## src/rtl/r5p_degu_rst_ctl.sv

```systemverilog
// Reset and button controller for the degu SoC: synchronizes/debounces buttons, waits for PLL lock
// and stretches the SoC reset. Optional watchdog restart enabled by macro R5P_DEGU_RST_WDT_EN.
module r5p_degu_rst_ctl #(
  parameter int unsigned BTN_NUM = 2,
  parameter int unsigned RST_BTN = 0,
  parameter int unsigned SYNC_FF = 2,
  parameter int unsigned DEB_CNT = 2**18,
  parameter int unsigned RST_CNT = 16
`ifdef R5P_DEGU_RST_WDT_EN
 ,parameter int unsigned WDT_CNT = 2**24
`endif
)(
  input  logic               clk,
  input  logic               rst_n,
  input  logic               pll_lock,
  input  logic [BTN_NUM-1:0] btn_n,
  output logic [BTN_NUM-1:0] btn_o,
  output logic [BTN_NUM-1:0] btn_p,
  output logic               soc_rst,
  output logic [1:0]         state_o
`ifdef R5P_DEGU_RST_WDT_EN
 ,input  logic               wdt_kick,
  output logic               wdt_flag
`endif
);

  localparam int unsigned DW = (DEB_CNT > 1) ? $clog2(DEB_CNT) : 1;
  localparam int unsigned RW = (RST_CNT > 1) ? $clog2(RST_CNT) : 1;
  localparam logic [DW-1:0] DEB_MAX = DW'(DEB_CNT - 1);
  localparam logic [RW-1:0] RST_MAX = RW'(RST_CNT - 1);

  typedef enum logic [1:0] {
    ST_RST     = 2'd0,
    ST_LOCK    = 2'd1,
    ST_STRETCH = 2'd2,
    ST_RUN     = 2'd3
  } state_t;

  logic [SYNC_FF-1:0]              lockSync_q;
  logic [SYNC_FF-1:0][BTN_NUM-1:0] btnSync_q;
  logic                            lockS;
  logic [BTN_NUM-1:0]              btnS;

  logic [BTN_NUM-1:0][DW-1:0] debCnt_q, debCnt_d;
  logic [BTN_NUM-1:0]         btnO_q, btnO_d, btnP_q, btnP_d;

  state_t          state_q, state_d;
  logic [RW-1:0]   rstCnt_q, rstCnt_d;
  logic            socRst_q;

  // Buttons idle released (1) and lock idles lost (0) while in reset.
  always_ff @(posedge clk or negedge rst_n) begin
    if (!rst_n) begin
      lockSync_q <= '0;
      btnSync_q  <= '1;
    end else begin
      lockSync_q <= {lockSync_q[SYNC_FF-2:0], pll_lock};
      btnSync_q  <= {btnSync_q[SYNC_FF-2:0], btn_n};
    end
  end

  assign lockS = lockSync_q[SYNC_FF-1];
  assign btnS  = btnSync_q[SYNC_FF-1];

  // btnS is active-low, so equality with btnO_q means the sample disagrees with the debounced level.
  always_comb begin
    debCnt_d = '0;
    btnO_d   = btnO_q;
    for (int i = 0; i < BTN_NUM; i++) begin
      if (btnS[i] == btnO_q[i]) begin
        if (debCnt_q[i] == DEB_MAX) begin
          btnO_d[i] = ~btnO_q[i];
        end else begin
          debCnt_d[i] = debCnt_q[i] + 1'b1;
        end
      end
    end
    btnP_d = btnO_d & ~btnO_q;
  end

  always_ff @(posedge clk or negedge rst_n) begin
    if (!rst_n) begin
      debCnt_q <= '0;
      btnO_q   <= '0;
      btnP_q   <= '0;
    end else begin
      debCnt_q <= debCnt_d;
      btnO_q   <= btnO_d;
      btnP_q   <= btnP_d;
    end
  end

`ifdef R5P_DEGU_RST_WDT_EN
  localparam int unsigned WW = (WDT_CNT > 1) ? $clog2(WDT_CNT) : 1;
  localparam logic [WW-1:0] WDT_MAX = WW'(WDT_CNT - 1);

  logic [WW-1:0] wdtCnt_q, wdtCnt_d;
  logic          wdtFire;
  logic          wdtFlag_q;

  always_comb begin
    wdtCnt_d = '0;
    if ((state_q == ST_RUN) && !wdt_kick && (wdtCnt_q != WDT_MAX)) begin
      wdtCnt_d = wdtCnt_q + 1'b1;
    end
  end

  always_ff @(posedge clk or negedge rst_n) begin
    if (!rst_n) begin
      wdtCnt_q  <= '0;
      wdtFlag_q <= 1'b0;
    end else begin
      wdtCnt_q  <= wdtCnt_d;
      wdtFlag_q <= wdtFlag_q | wdtFire;
    end
  end

  assign wdt_flag = wdtFlag_q;
`endif

  // Lock loss outranks the reset button, which outranks the watchdog.
  always_comb begin
    state_d  = state_q;
    rstCnt_d = rstCnt_q;
`ifdef R5P_DEGU_RST_WDT_EN
    wdtFire  = 1'b0;
`endif
    case (state_q)
      ST_RST: begin
        state_d = ST_LOCK;
      end
      ST_LOCK: begin
        if (lockS) begin
          state_d  = ST_STRETCH;
          rstCnt_d = '0;
        end
      end
      ST_STRETCH: begin
        if (!lockS) begin
          state_d = ST_LOCK;
        end else if (btnO_q[RST_BTN]) begin
          rstCnt_d = '0;
        end else if (rstCnt_q == RST_MAX) begin
          state_d = ST_RUN;
        end else begin
          rstCnt_d = rstCnt_q + 1'b1;
        end
      end
      ST_RUN: begin
        if (!lockS) begin
          state_d = ST_LOCK;
        end else if (btnP_q[RST_BTN] || btnO_q[RST_BTN]) begin
          state_d  = ST_STRETCH;
          rstCnt_d = '0;
        end
`ifdef R5P_DEGU_RST_WDT_EN
        else if (!wdt_kick && (wdtCnt_q == WDT_MAX)) begin
          state_d  = ST_STRETCH;
          rstCnt_d = '0;
          wdtFire  = 1'b1;
        end
`endif
      end
      default: begin
        state_d = ST_RST;
      end
    endcase
  end

  // soc_rst is registered from the next state so it switches on the same edge as state_q.
  always_ff @(posedge clk or negedge rst_n) begin
    if (!rst_n) begin
      state_q  <= ST_RST;
      rstCnt_q <= '0;
      socRst_q <= 1'b1;
    end else begin
      state_q  <= state_d;
      rstCnt_q <= rstCnt_d;
      socRst_q <= (state_d != ST_RUN);
    end
  end

  assign btn_o   = btnO_q;
  assign btn_p   = btnP_q;
  assign soc_rst = socRst_q;
  assign state_o = state_q;

endmodule

```

## config.mk

```make
export PLATFORM = sky130hd
export DESIGN_NAME = r5p_degu_rst_ctl
export DESIGN_NICKNAME = d
export VERILOG_FILES = /design/src/rtl/r5p_degu_rst_ctl.sv
export SDC_FILE = /design/constraint.sdc
export NUM_CORES = 1
export LEC_CHECK = 0
export CORE_MARGIN = 4
export CORE_UTILIZATION = 50
export DETAILED_ROUTE_END_ITERATION = 10
export PLACE_DENSITY = 0.74
export SETUP_SLACK_MARGIN = 0.2
export SLEW_MARGIN = 10
export SYNTH_ARGS = -nofsm -noshare
export SYNTH_HDL_FRONTEND = slang
export SYNTH_SLANG_ARGS = --single-unit
```

## constraint.sdc

```tcl
create_clock -name clk -period 4.2 [get_ports clk]
set_clock_uncertainty 0.05 [all_clocks]
set_input_delay 0.42 -clock clk [delete_from_list [all_inputs] [get_ports clk]]
set_output_delay 0.42 -clock clk [all_outputs]
set_load 0.005 [all_outputs]
```

* Yosys cells after proc, flatten, opt, wreduce, memory -nomap -nowiden
Index checks and enable logic that the tools add are counted.
Operators by class: reduce and logical (&&, ||, !) cells 4, add/subtract/negate cells 3, bitwise gates (word level) 4, eq/ne operators 14, muxes and demuxes 22
Operators with widths (count):
- 18-bit 2-to-1 mux | 4
- 18-bit by 1-bit adder with 18-bit output, second input constant | 2
- 18-bit equality test, second input constant | 2
- 4-bit 2-to-1 mux | 6
- 2-bit 2-to-1 mux | 6
- 4-bit case mux with 3 select lines | 1
- 2-bit != test, second input constant | 5
- 2-bit case mux with 4 select lines | 1
- 6-bit AND reduction | 1
- 4-bit by 1-bit adder with 4-bit output, second input constant | 1
- 2-bit equality test, second input constant | 2
- 4-bit equality test, second input constant | 1
- 1-bit 2-to-1 mux | 4
- 3-bit != test, second input constant | 1
- 3-bit nonzero test | 1
- 2-bit AND | 1
- 1-bit equality test | 2
- 2-bit by 1-bit equality test with 1-bit output, second input constant | 1
- 2-bit logical NOT | 1
- 1-bit inverter | 2
- 2-bit inverter | 1
- 1-bit logical OR | 1
Storage, ports and cells: register bits after elaboration 53, input port bits 5

* Depth between registers and ports, before layout
Gate-level depths: netlist (run 1).
word-level depth 6, gate-level depth with buffers 6

* Worst setup path after synthesis (run 1)
Ideal clock, no wire load.
kind register -> register, start point register debCnt_q[18] in the netlist's numbering, end point register debCnt_q[24] in the netlist's numbering, setup slack 2.257 ns, path buffers 1, arrival time 1.772 ns, period minus slack after synthesis 1.943 ns, cell stages (with the launch flop) 7, library setup time 0.121 ns, required time 4.029 ns, cells stage by stage dfrtp_1 ha_1 nand4_1 or4_1 o21ai_2 buf_2 nor2_1
RTL lines:
- from (decl) | line 44 | logic [BTN_NUM-1:0][DW-1:0] debCnt_q, debCnt_d;
- from (signal assigned) | line 87 | debCnt_q <= debCnt_d;

==> flow_summary.yaml, run 1 <==
outcome:
  outcome: "finished, final reports clean"
timing:
  grt_setup_unrepaired: "no"
  max_freq_ghz: 0.4255
  finalSetupTns_ps: 0
  setup_viol: 0
  fin_crit_sh_pct: 55.96
  finalMaxSlewViolations: 0
  hold_violations: 0
  worstMarginPinSlew_ps: 1027
  finalCriticalPeriod_ps: 2350
  holdWs_ps: 160.8
  max_slew_margin_pct: 31.08
logic_synthesis:
  synth_edf_count: 0
  syn_inst: 237
  ys_seq_elements: 53
  yosysSeqAreaShare_pct: 55.24
  synth.avg_cell_area_um2: 10.18
  synth_area_leaders: "dfrtp_1 50%, xnor2_1 6.9%, dfstp_2 5.4%, nor2_1 5.1%, nand2_1 3.3%"
  synthFlopType: "dfrtp_1"
  synth_area_um2: 2412
  synthDistinctLibCells: 34
  yosys_warnings: 0
  synth_top_area_share_pct: 49.79
  synth_fp_nets: 245
  yosysTopAreaCell: "dfrtp_1"
  synthArstFlopShare_pct: 100.0
clock_tree:
  clkSinkCount: 53
  cts_hold_buf: 0
  cts_tree: "done"
  cts_root_buffer: "clkbuf_8"
  cts_resized: 0
  clock_latency_ps: 300
  post_cts_buffers: 0
  cts_htree_levels: 2
  cts_buffer_depth: 2
  numCtsBuffers: 5
  clkTransAtPathRegs_ps: 90
pwr:
  p_per_area_nw_per_um2: 322.4
  power.total_mw: 0.8608
  pwr-share-comb_pct: 5.3
  swShare_pct: 23.38
  irDropWorstVdd_uv: 150.2
  power.internal_mw: 0.6596
  leakagePower_nw: 1.059
  seq_power_share_pct: 62.3
  p_sw_mw: 0.2012
  p_clk_share_pct: 32.4
global_routing:
  grt-ovfl-total: 0
  grt_start_max_net_pins: 54
  grt_usage_pct: 15.44
  grt_pass1_vias: 1696
  antenna_found_initial: 0
  grt_pass1_wl_mm: 7.507
final_layout:
  utilization_pct: 56.91
  drive_gt1_share_pct: 7.451
  final_cell_mix: "48 x dfrtp_1, 33 x nor2_1, 21 x nand2_1"
  instances_no_fill: 309
  num_antenna_cells: 0
  area_delta_synth_final_pct: 10.68
  n_fill_cell: 414
  num-nets-final: 262
  layout_commonest_cell: "dfrtp_1"
placement:
  hpwl_mm: 2.862
  dp_cells: 301
  port_buffers: 11
  gp_congestion: 0.7850
routing:
  wl_mm: 4.164
  first_pass_iters: 4
  drtAntennaViolNets: 0
  remaining_drc_errors: 0
  vias_per_cell: 5.621
  drt_iter0_drc: 127
  routedWlPerCell_um: 13.48
  num_vias: 1737
die:
  die_h_um: 77.46
  die_w_um: 77.46
  start_util_pct: 51.41
  die_area_um2: 6000
  core_area_um2: 4692
  io-pin-count: 12
  num_rows: 25
setup_path:
  startpoint_type: "register"
  cp.required_ps: 4320
  r2r_slack_ps: 1850
  cp_max_fo: 15
  reg2reg_depth: 5
  reg2reg_to: "debCnt_q[32]"
  arrival_ps: 2470
  r2r-start: "debCnt_q[18]"
  worst_setup_path_end_kind: "register"
  cp-startpoint: "debCnt_q[18]"
  path_class: "reg -> reg"
min_path:
  hp-class: "in -> async"
job:
  drv_cap: 0
[registers in the layout (all words and copies together) (netlist names)]
name,count
btn_p,2
state_o,2
soc_rst,1
rstCnt_q,4
lockSync_q,2
btn_o,2
btnSync_q,2
btnS,2
debCnt_q,36
[kinds of logic after synthesis]
family                   count (synthesis)  share of synthesized area, %
flip-flops                              53                         55.24
XOR/XNOR                                26                         9.440
multiplexers                             3                         1.245
AND/OR/NAND/NOR                        116                         24.74
buffers and inverters                   11                         1.815
adder cells (fa/ha/maj)                  3                         1.556
AO/OA/AOI/OAI                           25                         5.965
[synth_stat cells (all sizes together), types with 5 or more instances]
library cell and count:
xnor2 19, a21oi 8, dfrtp 48, nand4 7, or4 5, xor2 7, inv 9, o21ai 12
nand3 17, nand2 21, nor4 9, nor2 33, nor3 7, or3 6, dfstp 5
[worst max-delay path, stage by stage (launching register included)]
cell,delay [ps]
dfrtp_1,460
ha_1,240
nand4_1,260
or4_1,550
o21ai_2,540
nor2_1,120
[final cells by class]
cell class                 count  area, um2  share of cell area, %
tap                           54      67.56                  2.530
timing repair buffer          12      112.6                  4.217
clock buffer                   6      72.57                  2.718
inverter                       9      33.78                  1.265
sequential                    53       1333                  49.91
clock inverter                 2      15.01                 0.5623
multi-input combinational    173       1036                  38.80
[layer usage]
layer	global-route usage, %	wire (um)	up-vias
met5	0	0	-
met4	6.940	53	0
met3	2.784	93	7
met2	24.70	1990	24
met1	20.49	2026	838
li1	-	-	868
[power by group through the flow]
| stage | Sequential, mW | Combinational (mW) | Clock, mW |
|---|---|---|---|
| 4_1_cts | 0.536 | 0.0477 | 0.291 |
| 6_report | 0.536 | 0.0458 | 0.279 |
| 3_5_place_dp | 0.546 | 0.0471 | 0 |
| 5_1_grt | 0.538 | 0.0539 | 0.313 |
| 2_1_floorplan | 0.543 | 0.0227 | 0 |
| 3_3_place_gp | 0.546 | 0.0465 | 0 |
[metrics by stage]
stage / setup slack [ps] / instance area (um2)
floorplan: 2257 / 2412
global placement: 1834 / 2582
detailed placement: 1819 / 2582
CTS: 1796 / 2670
global route: 1569 / 2670
finish: 1850 / 2670
[worst max path at each step]
stage / endpoint / cells past startpoint
after floorplan: debCnt_q[24] / 6
after global placement: debCnt_q[24] / 5
after detailed placement: debCnt_q[32] / 5
after CTS: debCnt_q[32] / 5
after global routing: debCnt_q[32] / 5
final: debCnt_q[32] / 5
(Power assumes the default switching activity.)
==> inputs of run 2 (changes only) <==
==> constraint.sdc (replaced) <==
create_clock -name clk -period 2.4 [get_ports clk]
set_clock_uncertainty 0.05 [all_clocks]
set_input_delay 0.24 -clock clk [delete_from_list [all_inputs] [get_ports clk]]
set_output_delay 0.24 -clock clk [all_outputs]
set_load 0.005 [all_outputs]
==> flow_summary.yaml, run 2 (same netlist as run 1, synthesis figures left out) <==
final_layout:
  top_register: "debCnt_q"
  reg_top3: "debCnt_q: 36 flops, rstCnt_q: 4 flops"
  num_antenna_cells: 0
  multi_input_area_um2: 1036
  seq_area_um2: 1333
  largest_reg_flops: 36
  num-nets-final: 267
  area_delta_synth_final_pct: 14.06
  n_fill_cell: 411
  final_cell_mix: "48 x dfrtp_1, 33 x nor2_1, 21 x nand2_1"
  instances_no_fill: 314
  drive_gt1_share_pct: 8.846
  layout_commonest_cell: "dfrtp_1"
  utilization_pct: 58.64
placement:
  hpwl_mm: 3.005
  dp_cells: 305
  gp_congestion: 0.7753
  port_buffers: 11
routing:
  routedWlPerCell_um: 13.34
  drtAntennaViolNets: 0
  remaining_drc_errors: 0
  drt_iter0_drc: 80
  first_pass_iters: 4
  vias_per_cell: 5.548
  num_vias: 1742
  wl_mm: 4.190
pwr:
  p_per_area_nw_per_um2: 596.3
  leakagePower_nw: 1.108
  irDropWorstVdd_uv: 307.1
timing:
  finalSetupTns_ps: 0
  hold_violations: 0
  max_slew_margin_pct: 59.41
  max_freq_ghz: 0.4940
  holdWs_ps: 304.7
  worstMarginPinSlew_ps: 608.8
  fin_crit_sh_pct: 84.35
  setup_viol: 0
  grt_setup_unrepaired: "no"
  finalMaxSlewViolations: 0
  finalCriticalPeriod_ps: 2024
clock_tree:
  cts_buffer_depth: 2
  clkSinkCount: 53
  clkTransAtPathRegs_ps: 90
  cts_root_buffer: "clkbuf_8"
  cts_htree_levels: 2
  cts_tree: "done"
  numCtsBuffers: 5
  clock_latency_ps: 300
setup_path:
  arrival_ps: 2220
  startpoint_type: "register"
  cp_max_fo: 5
  path_class: "reg -> reg"
  cp.required_ps: 2590
  worst_setup_path_end_kind: "register"
global_routing:
  grt_usage_pct: 15.81
  antenna_found_initial: 0
  grt-ovfl-total: 0
  grt_start_max_net_pins: 28
  grt_pass1_vias: 1764
  grt_pass1_wl_mm: 7.652
die:
  core_area_um2: 4692
  io-pin-count: 12
  die_h_um: 77.46
  die_w_um: 77.46
  num_rows: 25
  start_util_pct: 51.41
  die_area_um2: 6000
outcome:
  outcome: "finished, final reports clean"
job:
  drv_cap: 0
min_path:
  hp-class: "in -> reg"
-- run 2: cell count changes in the layout (fill, tap and decap cells not counted) --
cell,before,now
clkbuf_8,5,6
clkinvlp_4,2,0
buf_4,1,4
bufinv_16,0,1
buf_12,0,1
dlygate4sd3_1,0,1
-- run 2: repair_timing --
| item | 4_1_cts | 5_1_grt |
|---|---|---|
| buffers inserted | 0 | 0 |
| endpoints found under the hold margin | 24 | 0 |
| hold buffers | 1 | 0 |
| resized for setup | 0 | 0 |
-- run 2: worst max-delay path: stages (launching register included) --
cell and delay (ps):
dfrtp_1 410, ha_1 260, nand4_1 200, or3_1 480, or4_1 490, nand2_1 70
-- run 2: metrics by stage --
step	setup WS [ps]	total power, mW	cell area [um2]
after floorplan	456.8	0.9902	2412
after global placement	492.5	1.042	2625
after detailed placement	431.3	1.045	2625
after CTS	404.7	1.658	2751
after global routing	240.6	1.715	2751
final	375.7	1.641	2751
-- run 2: cell type report --
| cell class | instances | area share [%] |
|---|---|---|
| sequential | 53 | 48.43 |
| multi-input combinational | 173 | 37.65 |
| timing repair buffer | 17 | 6.003 |
| clock buffer | 7 | 3.138 |
| tap | 54 | 2.456 |
| inverter | 9 | 1.228 |
| clock inverter | 1 | 1.091 |
-- run 2: power breakdown --
part	switching (mW)	total [mW]	internal [mW]
Combinational	0.0518	0.0901	0.0382
Sequential	0.0197	0.937	0.917
Clock	0.274	0.614	0.340
Total	0.345	1.64	1.30
-- run 2: metal layers --
layer | global-route usage [%] | share of wire [%]
met2 | 24.96 | 44
met5 | 0 | 0
met1 | 20.79 | 50
met3 | 4.060 | 3.7
met4 | 6.406 | 1.9
-- run 2: final timing paths --
kind                       slack (ps)    startpoint            to  depth (start not counted)
max                               380   debCnt_q[0]  debCnt_q[16]                          5
min                               300      btn_n[0]  btnSync_q[0]                          1
max reg2reg                       380   debCnt_q[0]  debCnt_q[16]                          5
min reg2reg                       310  btnSync_q[1]       btnS[1]                          0
max in group asynchronous        1230         rst_n       soc_rst                          3
min in group asynchronous         440         rst_n  debCnt_q[31]                          2
